## src/rtl/dff_pipe_if.sv

```systemverilog
// Handshake bundle for dff_pipe: upstream valid/ready/data, downstream valid/ready/data,
// flush and occupancy. The master drives the inputs of the pipe; the slave is the pipe itself.
interface dff_pipe_if #(
    parameter int unsigned WIDTH = 8,
    parameter int unsigned DEPTH = 4
);
    localparam int unsigned CW = $clog2(DEPTH + 1);

    logic             flush;
    logic             in_valid;
    logic             in_ready;
    logic [WIDTH-1:0] d_in;
    logic             out_valid;
    logic             out_ready;
    logic [WIDTH-1:0] Q_out;
    logic [WIDTH-1:0] Qb_out;
    logic [CW-1:0]    occupancy;

    modport master (
        output flush,
        output in_valid,
        output d_in,
        output out_ready,
        input  in_ready,
        input  out_valid,
        input  Q_out,
        input  Qb_out,
        input  occupancy
    );

    modport slave (
        input  flush,
        input  in_valid,
        input  d_in,
        input  out_ready,
        output in_ready,
        output out_valid,
        output Q_out,
        output Qb_out,
        output occupancy
    );
endinterface

```

## src/rtl/dff_pipe.sv

```systemverilog
// Elastic register pipeline: DEPTH stages of WIDTH-bit registers with per-stage valid,
// backpressure via a combinational ready chain, bubble collapse and synchronous flush.
module dff_pipe #(
    parameter int unsigned WIDTH = 8,
    parameter int unsigned DEPTH = 4
) (
    input logic      clock,
    input logic      reset,
    dff_pipe_if.slave bus
);
    localparam int unsigned CW = $clog2(DEPTH + 1);

    logic [DEPTH-1:0] valid_q, valid_d;
    logic [WIDTH-1:0] data_q [DEPTH];
    logic [WIDTH-1:0] data_d [DEPTH];
    logic [DEPTH:0]   rdy;
    logic [DEPTH-1:0] load;
    logic [DEPTH-1:0] drain;
    logic [CW-1:0]    occ;

    // A stage is ready when it is empty or its contents move on this cycle.
    always_comb begin
        rdy        = '0;
        rdy[DEPTH] = bus.out_ready;
        for (int i = DEPTH - 1; i >= 0; i--) begin
            rdy[i] = !valid_q[i] | rdy[i+1];
        end
    end

    always_comb begin
        load    = '0;
        drain   = '0;
        load[0] = bus.in_valid & rdy[0] & !bus.flush;
        for (int i = 1; i < DEPTH; i++) begin
            load[i] = valid_q[i-1] & rdy[i] & !bus.flush;
        end
        for (int i = 0; i < DEPTH; i++) begin
            drain[i] = valid_q[i] & rdy[i+1] & !bus.flush;
        end
    end

    always_comb begin
        valid_d = valid_q;
        for (int i = 0; i < DEPTH; i++) begin
            if (bus.flush) begin
                valid_d[i] = 1'b0;
            end else if (load[i]) begin
                valid_d[i] = 1'b1;
            end else if (drain[i]) begin
                valid_d[i] = 1'b0;
            end
        end
    end

    // Data only moves on a transfer; empty or flushed stages keep stale contents.
    always_comb begin
        data_d = data_q;
        if (load[0]) begin
            data_d[0] = bus.d_in;
        end
        for (int i = 1; i < DEPTH; i++) begin
            if (load[i]) begin
                data_d[i] = data_q[i-1];
            end
        end
    end

    always_ff @(posedge clock or negedge reset) begin
        if (!reset) begin
            valid_q <= '0;
            for (int i = 0; i < DEPTH; i++) begin
                data_q[i] <= '0;
            end
        end else begin
            valid_q <= valid_d;
            for (int i = 0; i < DEPTH; i++) begin
                data_q[i] <= data_d[i];
            end
        end
    end

    always_comb begin
        occ = '0;
        for (int i = 0; i < DEPTH; i++) begin
            occ = occ + CW'(valid_q[i]);
        end
    end

    assign bus.in_ready  = rdy[0] & !bus.flush;
    assign bus.out_valid = valid_q[DEPTH-1] & !bus.flush;
    assign bus.Q_out     = data_q[DEPTH-1];
    assign bus.Qb_out    = ~data_q[DEPTH-1];
    assign bus.occupancy = occ;

endmodule

```

## src/flat_wrapper.sv

```systemverilog
// flat-port wrapper written by rule: the top's interface ports become plain ports
module dff_pipe_flat 
#(
    parameter int unsigned WIDTH = 8,
    parameter int unsigned DEPTH = 4
)
  (clock, reset, bus_flush, bus_in_valid, bus_d_in, bus_out_ready, bus_in_ready, bus_out_valid, bus_Q_out, bus_Qb_out, bus_occupancy);
  dff_pipe_if #(.WIDTH(WIDTH), .DEPTH(DEPTH)) bus_i ();
  input logic clock;
  input logic reset;
  input wire logic [$bits(bus_i.flush)-1:0] bus_flush;
  input wire logic [$bits(bus_i.in_valid)-1:0] bus_in_valid;
  input wire logic [$bits(bus_i.d_in)-1:0] bus_d_in;
  input wire logic [$bits(bus_i.out_ready)-1:0] bus_out_ready;
  output wire logic [$bits(bus_i.in_ready)-1:0] bus_in_ready;
  output wire logic [$bits(bus_i.out_valid)-1:0] bus_out_valid;
  output wire logic [$bits(bus_i.Q_out)-1:0] bus_Q_out;
  output wire logic [$bits(bus_i.Qb_out)-1:0] bus_Qb_out;
  output wire logic [$bits(bus_i.occupancy)-1:0] bus_occupancy;
  assign bus_i.flush = bus_flush;
  assign bus_i.in_valid = bus_in_valid;
  assign bus_i.d_in = bus_d_in;
  assign bus_i.out_ready = bus_out_ready;
  assign bus_in_ready = bus_i.in_ready;
  assign bus_out_valid = bus_i.out_valid;
  assign bus_Q_out = bus_i.Q_out;
  assign bus_Qb_out = bus_i.Qb_out;
  assign bus_occupancy = bus_i.occupancy;
  dff_pipe #(.WIDTH(WIDTH), .DEPTH(DEPTH)) u_core (.clock(clock), .reset(reset), .bus(bus_i));
endmodule
```

## config.mk

```make
export PLATFORM = sky130hd
export DESIGN_NAME = dff_pipe_flat
export DESIGN_NICKNAME = d
export VERILOG_FILES = /design/src/rtl/dff_pipe_if.sv /design/src/rtl/dff_pipe.sv /design/src/flat_wrapper.sv
export SDC_FILE = /design/constraint.sdc
export NUM_CORES = 1
export LEC_CHECK = 0
export CORE_MARGIN = 1.5
export CORE_UTILIZATION = 47
export CTS_BUF_LIST = sky130_fd_sc_hd__clkbuf_8
export CTS_CLUSTER_SIZE = 12
export DETAILED_ROUTE_END_ITERATION = 8
export PLACE_DENSITY = 0.78
export SYNTH_ARGS = -nofsm -noshare
export SYNTH_HDL_FRONTEND = slang
export SYNTH_SLANG_ARGS = --single-unit
```

## constraint.sdc

```tcl
create_clock -name clock -period 1.7 [get_ports clock]
set_clock_uncertainty 0.15 [all_clocks]
set_input_delay 0.255 -clock clock [delete_from_list [all_inputs] [get_ports clock]]
set_output_delay 0.255 -clock clock [all_outputs]
set_load 0.01 [all_outputs]
```

==> results.json, run 1 <==
{
  "viasPerCell": 4.69,
  "syn_nets": 125,
  "cap_violations": 0,
  "p_leak_nw": 1.00,
  "ys_seq_area_share_pct": 57.4,
  "crit_slowest_cell": "dfrtp_1",
  "fmax_mhz": 483,
  "first_iter_violations": 11,
  "synthCells": 109,
  "antenna_left": 0,
  "tns_ps": -3420,
  "synth-adder-area-share_pct": 2.87,
  "setup_viol": 20,
  "drc": 0,
  "min_period_ps": 2070,
  "power_frac_clock_pct": 26.5,
  "synth_top_family_by_area": "multiplexers",
  "fp.dieArea_um2": 3690,
  "fin_nets": 162,
  "path_max_fanout": 2,
  "clk_pin_slew_ps": 70,
  "use_met3_pct": 6.40,
  "die_y_um": 60.8,
  "power.switching_uw": 675,
  "grt_pass1_vias": 860,
  "ys_warn_count": 0,
  "layout_common_cells": "36 x dfrtp_1, 23 x clkdlybuf4s50_1, 16 x mux2_4, 16 x mux2_2, 10 x inv_1",
  "critical-path-max-stage-delay_ps": 420,
  "diodes": 0,
  "crit_buf_inv": 1,
  "clockBufferDepth": 2,
  "p_int_mw": 2.03,
  "grt_antenna_before_repair": 0,
  "cts.sinks": 36,
  "cts_tree": "done",
  "total_power_mw": 2.70,
  "worstMarginPinSlew_ps": 442,
  "grt_overflow_total": 0,
  "synth.distinct_cells": 18,
  "switching_share_pct": 25.0,
  "met1_usage_pct": 17.5,
  "dp_slack_ps": -565,
  "vias": 895,
  "grtUsageMet2_pct": 25.7,
  "final_common_cell": "dfrtp_1",
  "grt_busiest_layer": "met2",
  "synth_xor_xnor_area_share_pct": 0,
  "period_share_pct": 122,
  "rows": 20,
  "layout_setup_ws_ps": -372,
  "cts_made_buffers": 5,
  "synth-seq-cells": 36,
  "die_x_um": 60.8,
  "htree_num_levels": 2,
  "grt_max_degree": 37,
  "p_seq_share_pct": 45.8,
  "synth_compound_area_share_pct": 2.15,
  "violations": "negative setup slack",
  "arrival_ps": 1670,
  "layout-drive-gt1-share_pct": 40.8,
  "netlist_area_um2": 1570,
  "nFillCells": 235,
  "rsz0062_at_grt": "yes",
  "firstDrtPassIters": 2,
  "combPwrFrac_pct": 27.7,
  "setup.worst_path.start_class": "register",
  "synth.area.mux_share_pct": 24.9,
  "crit_type": "register to output pin",
  "powerDensity_nw_per_um2": 1280,
  "drt_wl_total_um": 2580,
  "slew_headroom_pct": 70.6,
  "hold_class": "primary input to register",
  "syn2layout_area_growth_pct": 34.8,
  "gp_congestion": 0.739,
  "dp_hpwl_um": 1800,
  "crit_path_end_kind": "output pin",
  "yosys.area_share.simple_pct": 4.63,
  "drv_slew": 0,
  "core_um2": 3100,
  "cts_root_buf": "clkbuf_8",
  "hold_viol": 0,
  "grt_first_pass_wirelength_um": 3950,
  "clock_latency_ps": 290,
  "cp.required_ps": 1290,
  "critPathTopFamily": "adder cells",
  "start_util_pct": 50.6,
  "crit_top_cell": "ha_4",
  "syn_avg_cell_area_um2": 14.4,
  "status": "complete, but fails checks",
  "crit_chain": "ha_4 > fa_2 > ha_4 > buf_6",
  "vdd_ir_drop_max_mv": 0.662,
  "wire_per_inst_um": 13.5,
  "globalRouteTotalUtil_pct": 15.7,
  "io_pins": 34,
  "portBuffers": 33
}
synth_stat cells:
cell      number  share of area (%)
nor2_1         6                1.4
buf_2          2               0.64
or3b_1         1               0.56
inv_1          9                2.2
nor3b_2        1               0.80
nand2b_1       1               0.40
buf_6          2                1.4
and4b_1        1               0.64
ha_1           2                1.6
nor2b_1        2               0.80
a211o_2        1               0.64
a21oi_1        3               0.96
mux2_4         8                7.7
mux2_2        24                 17
dfrtp_1       36                 57
fa_1           1                1.3
buf_4          8                3.8
a21oi_2        1               0.56
state kept, by name (all words and copies together), names as in the netlist:
register and count:
u_core.bus.Q_out 8, u_core.valid_q 4, u_core.data_q 24
cells by family (layout without fill, tap and decap cells):
group                    count (synthesis)  count (layout)
flip-flops                              36              36
buffers and inverters                   21              59
AND/OR/NAND/NOR                         12              12
multiplexers                            32              32
AO/OA/AOI/OAI                            5               5
adder cells (fa/ha/maj)                  3               3
final cells by class:
| class | count | area (µm²) | area share [%] |
|---|---|---|---|
| Timing Repair Buffer | 42 | 415 | 19.6 |
| Sequential cell | 36 | 901 | 42.6 |
| Clock buffer | 5 | 68.8 | 3.25 |
| Multi-Input combinational cell | 52 | 603 | 28.5 |
| Tap cell | 44 | 55.1 | 2.60 |
| Clock inverter | 3 | 38.8 | 1.83 |
| Inverter | 9 | 33.8 | 1.60 |
through the flow:
step	cells	hold WS [ps]	utilization [%]	cell area, µm²
global route	191	265	68.2	2120
detailed placement	182	339	62.4	1940
floorplan	109	-191	-	1580
finish	191	216	68.2	2120
global placement	182	335	62.4	1940
CTS	192	206	66.7	2070
power groups by stage:
stage	sequential [mW]	clock [mW]	combinational (mW)
global route	1.26	0.770	0.801
CTS	1.24	0.731	0.748
finish	1.24	0.717	0.748
detailed placement	1.25	0	0.741
floorplan	1.20	0	0.476
global placement	1.23	0	0.716
per-layer routing:
layer / part of all wire [%] / wire (µm) / vias up
li1: - / - / 432
met5: 0 / 0 / -
met4: 2.1 / 55 / 0
met2: 51 / 1320 / 28
met3: 5.0 / 130 / 5
met1: 42 / 1070 / 430
worst paths after layout:
check	to	start	cells after the start	slack, ps
max	bus_occupancy[1]	u_core.valid_q[0]	4	-370
min	u_core.valid_q[0]	bus_flush	2	220
max reg2reg	u_core.data_q[16]	u_core.valid_q[1]	4	-200
min reg2reg	u_core.data_q[13]	u_core.data_q[13]	1	350
max in group asynchronous	u_core.data_q[13]	reset	2	850
min in group asynchronous	u_core.valid_q[2]	reset	2	240
repair_timing:
item / CTS / global route
endpoints found under the setup margin: 21 / 24
pin swaps: 3 / 1
hold buffers: 0 / 0
resized for setup: 25 / 15
gates cloned: 0 / 0
buffers inserted: 2 / 0
endpoints found under the hold margin: 0 / 0
(Power assumes the default switching activity.)
==> run 2, diff against run 1 <==
--- a/config.mk
+++ b/config.mk
@@ -5,12 +5,12 @@
 export SDC_FILE = /design/constraint.sdc
 export NUM_CORES = 1
 export LEC_CHECK = 0
+export CAP_MARGIN = 10
 export CORE_MARGIN = 1.5
-export CORE_UTILIZATION = 47
+export CORE_UTILIZATION = 30
 export CTS_BUF_LIST = sky130_fd_sc_hd__clkbuf_8
 export CTS_CLUSTER_SIZE = 12
 export DETAILED_ROUTE_END_ITERATION = 8
-export PLACE_DENSITY = 0.78
 export SYNTH_ARGS = -nofsm -noshare
 export SYNTH_HDL_FRONTEND = slang
 export SYNTH_SLANG_ARGS = --single-unit
==> constraint.sdc (replaced) <==
create_clock -name clock -period 2.23 [get_ports clock]
set_clock_uncertainty 0.15 [all_clocks]
set_input_delay 0.3345 -clock clock [delete_from_list [all_inputs] [get_ports clock]]
set_output_delay 0.3345 -clock clock [all_outputs]
set_load 0.01 [all_outputs]
==> run 2 against run 1 <==
- the flow finishes with violations (negative hold slack)
- largest power group unchanged
- total power decreased by 29%
- first-iteration DRC count is 130% higher
- flip-flop and latch count is the same
- critical endpoint unchanged
- cell count rose by 14%
- global-route usage fell by 4.3 points
- sequential power is 25% lower
==> results.json, run 2 (same netlist as run 1, synthesis figures left out) <==
{
  "portBuffers": 33,
  "use_met3_pct": 2.78,
  "period_share_pct": 99.7,
  "cp.required_ps": 1750,
  "violations": "negative hold slack",
  "syn2layout_area_growth_pct": 31.7,
  "tns_ps": 0,
  "p_leak_nw": 0.942,
  "die_x_um": 75.3,
  "clock_latency_ps": 280,
  "path_max_fanout": 2,
  "hold_buffers": 0,
  "start_util_pct": 30.9,
  "grt_overflow_total": 0,
  "crit_buf_inv": 1,
  "setup.worst_path.start_class": "register",
  "htree_num_levels": 2,
  "whs_ps": -22.3,
  "critical-path-max-stage-delay_ps": 430,
  "drc": 0,
  "viasPerCell": 4.17,
  "worstMarginPinSlew_ps": 785,
  "vias": 908,
  "dp_hpwl_um": 1930,
  "met1_usage_pct": 13.0,
  "nFillCells": 496,
  "slew_headroom_pct": 47.7,
  "core_um2": 5070,
  "grt_pass1_vias": 983,
  "clockBufferDepth": 2,
  "arrival_ps": 1740,
  "crit_chain": "ha_4 > fa_2 > ha_4 > buf_6",
  "crit_type": "register to output pin",
  "firstDrtPassIters": 2,
  "die_y_um": 75.3,
  "first_iter_violations": 25,
  "largest_reg_flops": 24,
  "grtUsageMet2_pct": 18.7,
  "grt_first_pass_wirelength_um": 4630,
  "drv_slew": 0,
  "hold_class": "primary input to asynchronous set/reset pin",
  "drt_wl_total_um": 2720,
  "rrSetupSlack_ps": 290,
  "layout_common_cells": "36 x dfrtp_1, 28 x clkdlybuf4s50_1, 24 x mux2_2",
  "fmax_mhz": 450,
  "status": "complete, but fails checks",
  "antenna_left": 0,
  "layout_setup_ws_ps": 7.24,
  "crit_top_cell": "ha_4",
  "vdd_ir_drop_max_mv": 0.311,
  "globalRouteTotalUtil_pct": 11.3,
  "cts_made_buffers": 5,
  "diodes": 0,
  "critPathTopFamily": "adder cells",
  "grt_max_degree": 37,
  "layout-drive-gt1-share_pct": 39.9,
  "crit_path_end_kind": "output pin",
  "gp_congestion": 0.825,
  "cts_root_buf": "clkbuf_8",
  "grt_busiest_layer": "met2",
  "cts.sinks": 36,
  "grt_antenna_before_repair": 0,
  "cts_tree": "done",
  "powerDensity_nw_per_um2": 928,
  "hold_viol": 36,
  "cap_violations": 0,
  "min_period_ps": 2220,
  "fp.dieArea_um2": 5670,
  "crit_slowest_cell": "dfrtp_1",
  "final_common_cell": "dfrtp_1",
  "dp_slack_ps": -120,
  "regMostFlops": "u_core.data_q",
  "rows": 26,
  "clk_pin_slew_ps": 60,
  "wire_per_inst_um": 12.5,
  "setup_viol": 0,
  "fin_nets": 164,
  "io_pins": 34
}
-- run 2: power by group --
group | switching [mW] | internal, mW
Clock | 0.213 | 0.207
Sequential | 0.101 | 0.833
Combinational | 0.184 | 0.379
-- run 2: worst paths after layout --
check,start,endpoint,depth (start not counted)
setup / recovery,u_core.valid_q[0],bus_occupancy[1],4
hold / removal,reset,u_core.valid_q[0],1
setup reg to reg,u_core.valid_q[1],u_core.data_q[22],5
hold reg to reg,u_core.data_q[11],u_core.data_q[11],1
max in group asynchronous,reset,u_core.bus.Q_out[1],1
min in group clock,u_core.data_q[11],u_core.data_q[11],1
-- run 2: area by class of cell --
cell class	count	area (µm²)	share of cell area [%]
Multi-Input combinational cell	52	569	27.5
Clock buffer	5	68.8	3.33
Inverter	9	33.8	1.63
Clock inverter	2	8.76	0.424
Timing Repair Buffer	44	398	19.2
Sequential cell	36	901	43.6
Tap cell	70	87.6	4.24
-- run 2: routing by layer --
layer	share of wire, %	wire (µm)
met2	54	1460
met4	2.3	63
met5	0	0
met3	3.7	100
met1	40	1100
-- run 2: per-stage QoR --
| step | instance area [µm²] | std cells | power, mW | utilization, % |
|---|---|---|---|---|
| floorplan | 1570 | 109 | 1.28 | - |
| global placement | 1960 | 209 | 1.49 | 38.6 |
| detailed placement | 1960 | 209 | 1.52 | 38.6 |
| CTS | 2030 | 216 | 1.95 | 40.0 |
| global route | 2070 | 218 | 2.06 | 40.7 |
| finish | 2070 | 218 | 1.92 | 40.7 |
-- run 2: repair_timing --
item / in CTS / in global routing
buffers inserted: 0 / 2
endpoints found under the hold margin: 0 / 0
resized for setup: 11 / 5
pin swaps: 1 / 2
endpoints found under the setup margin: 4 / 3
cloned: 0 / 0
